## src/rtl/edge_trigger_pkg.sv

```systemverilog
// edge_trigger_pkg: edge mode codes and channel FSM state encoding
package edge_trigger_pkg;
  localparam logic [1:0] MODE_RISE = 2'b00;
  localparam logic [1:0] MODE_FALL = 2'b01;
  localparam logic [1:0] MODE_BOTH = 2'b10;
  localparam logic [1:0] MODE_OFF  = 2'b11;
  typedef enum logic [1:0] {IDLE = 2'd0, PULSE = 2'd1, HOLD = 2'd2} state_t;
endpackage

```

## src/rtl/edge_trigger_ch.sv

```systemverilog
// edge_trigger_ch: one channel of synchroniser, armed edge detect, pulse/holdoff FSM
module edge_trigger_ch
  import edge_trigger_pkg::*;
#(
  parameter int SYNC_STAGES = 2,
  parameter int PW_W = 8,
  parameter int HOLD_W = 16
) (
  input  logic              clk,
  input  logic              rst,
  input  logic              en,
  input  logic              start,
  input  logic [1:0]        mode,
  input  logic [PW_W-1:0]   pulse_len,
  input  logic [HOLD_W-1:0] holdoff,
  output logic              trigger,
  output logic              drop,
  output logic              trig_nx
);
  logic s, prev, armed, hit;
  state_t state;
  logic [PW_W-1:0] pcnt;
  logic [HOLD_W-1:0] hcnt;
  generate
    if (SYNC_STAGES == 0) begin : g_nosync
      assign s = start;
    end else begin : g_sync
      logic [SYNC_STAGES-1:0] sr;
      logic [SYNC_STAGES:0] sh;
      assign sh = {sr, start};
      assign s = sr[SYNC_STAGES-1];
      // shift the level input through the synchroniser flops
      always_ff @(posedge clk)
        sr <= rst ? '0 : sh[SYNC_STAGES-1:0];
    end
  endgenerate
  // an edge only counts once the channel has a valid previous sample
  always_comb
    hit = en && armed && (mode == MODE_RISE ? (s && !prev) :
                          mode == MODE_FALL ? (!s && prev) :
                          mode == MODE_BOTH ? (s ^ prev) : 1'b0);
  assign trig_nx = en && (state == IDLE ? hit : (state == PULSE && pcnt != '0));
  // holdoff is captured into hcnt at pulse start and counted down after the pulse
  always_ff @(posedge clk)
    if (rst || !en) begin
      state <= IDLE;
      trigger <= 1'b0;
      drop <= 1'b0;
      armed <= 1'b0;
      pcnt <= '0;
      hcnt <= '0;
      if (rst) prev <= 1'b0;
    end else begin
      prev <= s;
      armed <= 1'b1;
      if (hit && state != IDLE) drop <= 1'b1;
      case (state)
        IDLE:
          if (hit) begin
            state <= PULSE;
            trigger <= 1'b1;
            pcnt <= pulse_len == '0 ? '0 : pulse_len - 1'b1;
            hcnt <= holdoff;
          end
        PULSE:
          if (pcnt != '0) pcnt <= pcnt - 1'b1;
          else begin
            trigger <= 1'b0;
            state <= hcnt != '0 ? HOLD : IDLE;
            hcnt <= hcnt != '0 ? hcnt - 1'b1 : '0;
          end
        HOLD:
          if (hcnt != '0) hcnt <= hcnt - 1'b1;
          else state <= IDLE;
        default: state <= IDLE;
      endcase
    end
endmodule

```

## src/rtl/edge_trigger_bank.sv

```systemverilog
// edge_trigger_bank: N independent edge-trigger channels with a combined trigger flag
module edge_trigger_bank
  import edge_trigger_pkg::*;
#(
  parameter int N_CH = 4,
  parameter int SYNC_STAGES = 2,
  parameter int PW_W = 8,
  parameter int HOLD_W = 16
) (
  input  logic              clk,
  input  logic              rst,
  input  logic [N_CH-1:0]   en,
  input  logic [N_CH-1:0]   start,
  input  logic [2*N_CH-1:0] mode,
  input  logic [PW_W-1:0]   pulse_len,
  input  logic [HOLD_W-1:0] holdoff,
  output logic [N_CH-1:0]   trigger,
  output logic              trigger_any,
  output logic [N_CH-1:0]   drop
);
  logic [N_CH-1:0] trig_nx;
  genvar i;
  generate
    for (i = 0; i < N_CH; i++) begin : g_ch
      edge_trigger_ch #(.SYNC_STAGES(SYNC_STAGES), .PW_W(PW_W), .HOLD_W(HOLD_W)) u_ch (
        .clk(clk), .rst(rst), .en(en[i]), .start(start[i]), .mode(mode[2*i+:2]),
        .pulse_len(pulse_len), .holdoff(holdoff),
        .trigger(trigger[i]), .drop(drop[i]), .trig_nx(trig_nx[i])
      );
    end
  endgenerate
  // register the OR of next-state triggers so it lines up with trigger
  always_ff @(posedge clk)
    trigger_any <= rst ? 1'b0 : |trig_nx;
endmodule

```

## config.mk

```make
export PLATFORM = sky130hd
export DESIGN_NAME = edge_trigger_bank
export DESIGN_NICKNAME = d
export VERILOG_FILES = /design/src/rtl/edge_trigger_pkg.sv /design/src/rtl/edge_trigger_ch.sv /design/src/rtl/edge_trigger_bank.sv
export SDC_FILE = /design/constraint.sdc
export NUM_CORES = 1
export LEC_CHECK = 0
export CORE_MARGIN = 4
export CORE_UTILIZATION = 40
export CTS_CLUSTER_DIAMETER = 30
export CTS_CLUSTER_SIZE = 12
export DETAILED_ROUTE_END_ITERATION = 10
export PLACE_DENSITY = 0.68
export SLEW_MARGIN = 10
export SYNTH_ARGS = -nofsm -noshare
export SYNTH_HDL_FRONTEND = slang
export SYNTH_SLANG_ARGS = --single-unit
```

## constraint.sdc

```tcl
create_clock -name clk -period 2.8 [get_ports clk]
set_input_delay 0.56 -clock clk [delete_from_list [all_inputs] [get_ports clk]]
set_output_delay 0.56 -clock clk [all_outputs]
set_load 0.02 [all_outputs]
```

# Word-level counts from Yosys, hierarchy flattened
# Cells that the tools add are included.
# classes
n_reduce_logical	90
add_sub_neg	9
n_eq_ne	40
mux	90
n_bitwise	4
# ops
cell	count
$mux W16	16
$pmux W16 S3	4
$mux W8	9
$pmux W8 S2	4
$reduce_bool A16 Y1	4
$sub A16 B1 Y16 const B	4
$sub A8 B1 Y8 const B	5
$reduce_and A3 Y1	12
$mux W1	33
$mux W2	16
$ne A2 B2 Y1 const B	16
$reduce_bool A8 Y1	4
$logic_and A1 B1 Y1	28
$pmux W2 S3	4
$eq A2 B1 Y1 const B	8
$eq A2 B2 Y1 const B	8
$logic_not A2 Y1	8
$ne A2 B1 Y1 const B	8
$reduce_and A4 Y1	4
$reduce_bool A2 Y1	8
$logic_not A1 Y1	12
$reduce_bool A3 Y1	4
$logic_not A8 Y1	1
$pmux W1 S2	4
other kinds (3)	9
# word_totals
ff_bits	129
word_cells	266
in_bits	42
output_inout_bits	9

# Logic depth before layout (Yosys ltp)
# depth
depth_word	8
depth_mapped	10

# Hierarchy
# Synthesis repeated with hierarchy kept, for this count alone.
# unflattened
hier_cells	1129
hier_area_um2	9140.0
# by_module_without_submodules
mod	n_inst	cells_per_inst	area_each_um2
edge_trigger_ch (g_ch[0].u_ch ...)	3	284	2292.2
edge_trigger_ch (g_ch[3].u_ch)	1	274	2233.4
edge_trigger_bank	1	3	30.0

# Least setup slack after synthesis
# Ideal clock, no wire load.
# synth_path
path_kind	flip-flop to flip-flop
start	register g_ch[1].u_ch.prev
end	register g_ch[1].u_ch.hcnt[1]
t_required_ps	2678
setup_time_ps	122
t_arrival_ps	2309
path_slack_ps	370
period_less_slack_ps	2430
stages_incl_launch_ff	8
path_cell_list	edfxtp_1 ha_1 or3b_2 o21ai_0 o21ai_0 or2_2 buf_2 o311a_1
# synth_via
elab_chain_len	7
elab_cells_between_ends	10
# synth_rtl
element	line_no	rtl
start, declared	edge_trigger_ch.sv:20	logic s, prev, armed, hit;
start signal, assigned	edge_trigger_ch.sv:54	prev <= s;
$xor A1 B1 Y1	edge_trigger_ch.sv:41	mode == MODE_BOTH ? (s ^ prev) : 1'b0);
$mux W1	edge_trigger_ch.sv:41	
$mux W1	edge_trigger_ch.sv:40	mode == MODE_FALL ? (!s && prev) :
$mux W1 (*)	edge_trigger_ch.sv:39	hit = en && armed && (mode == MODE_RISE ? (s && !prev) :
$logic_and A1 B1 Y1 (*)	edge_trigger_ch.sv:39	
$ne A2 B1 Y1 (no source line) (*)	--	
$reduce_and A4 Y1 (no source line) (*)	--	
end signal, assigned	edge_trigger_ch.sv:63	hcnt <= holdoff;
end signal, assigned	edge_trigger_ch.sv:70	hcnt <= hcnt != '0 ? hcnt - 1'b1 : '0;
end signal, assigned	edge_trigger_ch.sv:73	if (hcnt != '0) hcnt <= hcnt - 1'b1;
end, declared	edge_trigger_ch.sv:23	logic [HOLD_W-1:0] hcnt;
# Mark *: on every way between the ends. The rest lies on a longest branch, timed or not.
# A chain may end at the register's enable or synchronous reset.

# Final worst setup path
# layout_path
start	register g_ch[2].u_ch.hcnt[0]
end	register g_ch[2].u_ch.hcnt[2]
# layout_via
elab_chain_len	4
elab_cells_between_ends	8
# layout_rtl
element	line_no	rtl
start, declared	edge_trigger_ch.sv:23	
start signal, assigned	edge_trigger_ch.sv:63	
start signal, assigned	edge_trigger_ch.sv:70	
start signal, assigned	edge_trigger_ch.sv:73	
$sub A16 B1 Y16 or $reduce_bool A16 Y1 (tied branches)	edge_trigger_ch.sv:70, edge_trigger_ch.sv:73	
$mux W16	edge_trigger_ch.sv:70	
$mux W16	edge_trigger_ch.sv:66	if (pcnt != '0) pcnt <= pcnt - 1'b1;
$pmux W16 S3	edge_trigger_ch.sv:57	case (state)
# Parallel ways exist; a longest one is shown, timed or not. The select of a mux whose other input is x is not followed.

==> out/results.ini <==
[placed_design]
port_buffers=50
dp_hpwl_um=18550
gp_congestion=0.8817
dp_slack_ns=-0.06529

[cts]
cts.clk_slew.worst_paths_ns=0.06
cts_resized=0
cts_tree=built
clk_path_buf_depth=2
cts_inserted_buffers=17
cts-hold-fix-buffers=0
cts_root_buf=clkbuf_16
htree_levels=4
numClockSinks=129
postCtsSetupRepairBufs=0
clk_latency_ns=0.43

[grt]
grt_max_degree=26
grt_first_pass_wirelength_um=42610
grtUsageTotal=0.2157
grt_pass1_vias=8278
antenna_found_initial=0
grt_overflow=0

[sta]
slew_violations=0
fin_tns_setup_ns=0
max_freq_mhz=372.8
final.setup.worst_slack_ns=0.1175
worst_pin_slew_ns=0.8005
setup-violations-final=0
hold_viol=0
period_share=0.9580
finClkSkew_ns=0.01210
post-route-min-period_ns=2.682
rsz0062_at_grt=false
relSlewSlack=0.4663

[yosys]
syn-cell-area_um2=8514
postSynthNetCount=1156
synth_edf_count=4
ys_types=86
avgSynthCellArea_um2=7.906
synth_cells=1077
yosysWarnings=0
synth_seq_area_share=0.3080
synth-seq-cells=129
synth_flop_cell=dfxtp_1
synth-async-reset-ratio=0

[cells_and_area]
multi_input_area_um2=5338
final_common_cell=dfxtp_1
fin_nets=1235
diodes=0
nFillCells=2033
regArea_um2=2623
drive_gt1_frac=0.1240
layout_common_cells=dfxtp_1 (125), nand2_1 (104), nor2_1 (82)
area_growth_pct=20.85

[worst_setup_path]
path_max_fanout=15
worstSetupPathType=reg2reg
worstSetupEndpointType=flop
r2r_start=g_ch[2].u_ch.hcnt[0]$_SDFFE_PN0P_
cp-startpoint=g_ch[2].u_ch.hcnt[0]$_SDFFE_PN0P_
worst_ep_required_time_ns=3.08
start_kind=flop
crit_arrival_ns=2.96

[pwr]
power_frac_seq=0.388
power_density_nw_per_um2=474.0
combPwrFrac=0.123
p_int_mw=3.630
p_clk_frac=0.489
leakage_nw=3.978
swShare=0.2558
switching_power_mw=1.248
ir_drop_mv=0.3614

[detailed_routing]
drtAntennaViolNets=0
remaining_drc_errors=0
via_per_inst=6.163
num_vias=8899
drt_pass1_iterations=6
wire_per_inst_um=17.91
wl_um=25870
drtIter0Drc=892

[worst_hold_path]
hp-start=g_ch[1].u_ch.g_sync.sr[0]$_SDFF_PP0_
hold_path.class=reg2reg

[floorplan]
rows=53
io_pins=51
start_util=0.4063
die_x_um=153.9
core_um2=20960
dieArea_um2=23680
die_h_um=153.9

[job]
maxCapViolations=0

[status]
status=finished clean

## logic make-up (layout without fill, tap and decap cells)
group	Yosys count	after routing	share of synthesized area
muxes	11	11	0.01323
buffers and inverters	137	229	0.06628
adders and majority gates	37	37	0.05437
xor gates and xnor gates	1	1	0.001029
DFF	129	129	0.3080
and+or+nand+nor	372	372	0.2245
AOI/OAI and AO/OA	390	390	0.3326
## final cells by class
class / instances / share of cell area
well taps: 275 / 0.03344
repair buffers: 127 / 0.1060
clock buffers: 20 / 0.04645
inverters: 70 / 0.02553
clock inverters: 12 / 0.01496
multi-input cells: 811 / 0.5187
flip-flops and latches: 129 / 0.2549
## registers in the layout, summed over array words and instances, names as in the netlist
register and count:
g_ch.u_ch.hcnt 64, trigger_any 1, g_ch.u_ch.trigger 4, g_ch.u_ch.armed 4
g_ch.u_ch.state 8, g_ch.u_ch.drop 4, g_ch.u_ch.pcnt 32, g_ch.u_ch.g_sync.sr 8
g_ch.u_ch.prev 4
## per-stage QoR
stage / hold slack, ns / util / power (mW) / instance area (um2) / cells
finish: 0.4362 / 0.4910 / 4.878 / 10290 / 1444
global route: 0.4580 / 0.4910 / 5.042 / 10290 / 1444
CTS: 0.4382 / 0.4909 / 4.896 / 10290 / 1444
detailed placement: 0.4231 / 0.4607 / 2.521 / 9654 / 1412
global placement: 0.4206 / 0.4607 / 2.516 / 9654 / 1412
floorplan: 0.4138 / - / 2.269 / 8514 / 1077
## metal layers
layer / GRT usage / routed length (um) / vias up
met2: 0.3246 / 11350 / 356
li1: - / - / 4283
met3: 0.04025 / 1790 / 75
met4: 0.1013 / 1042 / 0
met1: 0.2990 / 11690 / 4185
met5: 0 / 0 / -
## power by group through the flow
stage               clock network (mW)  registers, mW  logic (mW)
global route                      2.49           1.90       0.656
finish                            2.39           1.89       0.599
CTS                               2.41           1.89       0.593
detailed placement                   0           1.93       0.588
floorplan                            0           1.93       0.340
global placement                     0           1.93       0.583
## worst max-delay path: stages, from the launching register on
cell and delay [ns]:
dfxtp_1 0.33, inv_1 0.13, ha_1 0.23, or4b_2 0.66, and4bb_2 0.40, a21oi_1 0.11
buf_4 0.22, a211oi_1 0.31, o32ai_1 0.13
## synth_stat cells (all sizes together), types with 4 or more instances
master / count / area (um2)
a31oi: 7 / 43.79
nor4b: 5 / 65.06
o2bb2ai: 6 / 52.55
nand2: 104 / 390.4
o31ai: 14 / 118.9
o211a: 6 / 60.06
nor3b: 5 / 37.54
o311ai: 6 / 52.55
o2111ai: 4 / 35.03
o31a: 4 / 36.29
o32ai: 26 / 227.7
nand2b: 11 / 68.82
a22oi: 15 / 112.6
or3: 20 / 131.4
o311a: 6 / 60.06
dfxtp: 125 / 2502
a21oi: 59 / 299.0
nand4: 4 / 25.02
o21ai: 67 / 335.3
nor4: 21 / 137.6
edfxtp: 4 / 120.1
a32o: 22 / 220.2
buf: 21 / 128.9
o22ai: 22 / 137.6
a32oi: 14 / 122.6
a2bb2oi: 5 / 43.79
a211o: 8 / 71.32
nor2b: 19 / 118.9
nand3: 28 / 140.1
clkbuf: 46 / 172.7
o21a: 10 / 75.07
nor3: 31 / 160.1
a22o: 6 / 52.55
a21boi: 4 / 30.03
mux2i: 9 / 90.09
inv: 68 / 255.2
or4: 14 / 108.9
o211ai: 11 / 82.58
nor2: 82 / 307.8
or2: 10 / 62.56
a211oi: 46 / 345.3
ha: 37 / 462.9
## worst paths after layout
path	endpoint	slack, ns	depth (start not counted)
min	g_ch[1].u_ch.g_sync.sr[1]$_SDFF_PP0_	0.44	1
min reg2reg	g_ch[1].u_ch.g_sync.sr[1]$_SDFF_PP0_	0.44	1
max	g_ch[2].u_ch.hcnt[2]$_SDFFE_PN0P_	0.12	8
max reg2reg	g_ch[2].u_ch.hcnt[2]$_SDFFE_PN0P_	0.12	8
Note: power is estimated with default switching activity, not from simulation.
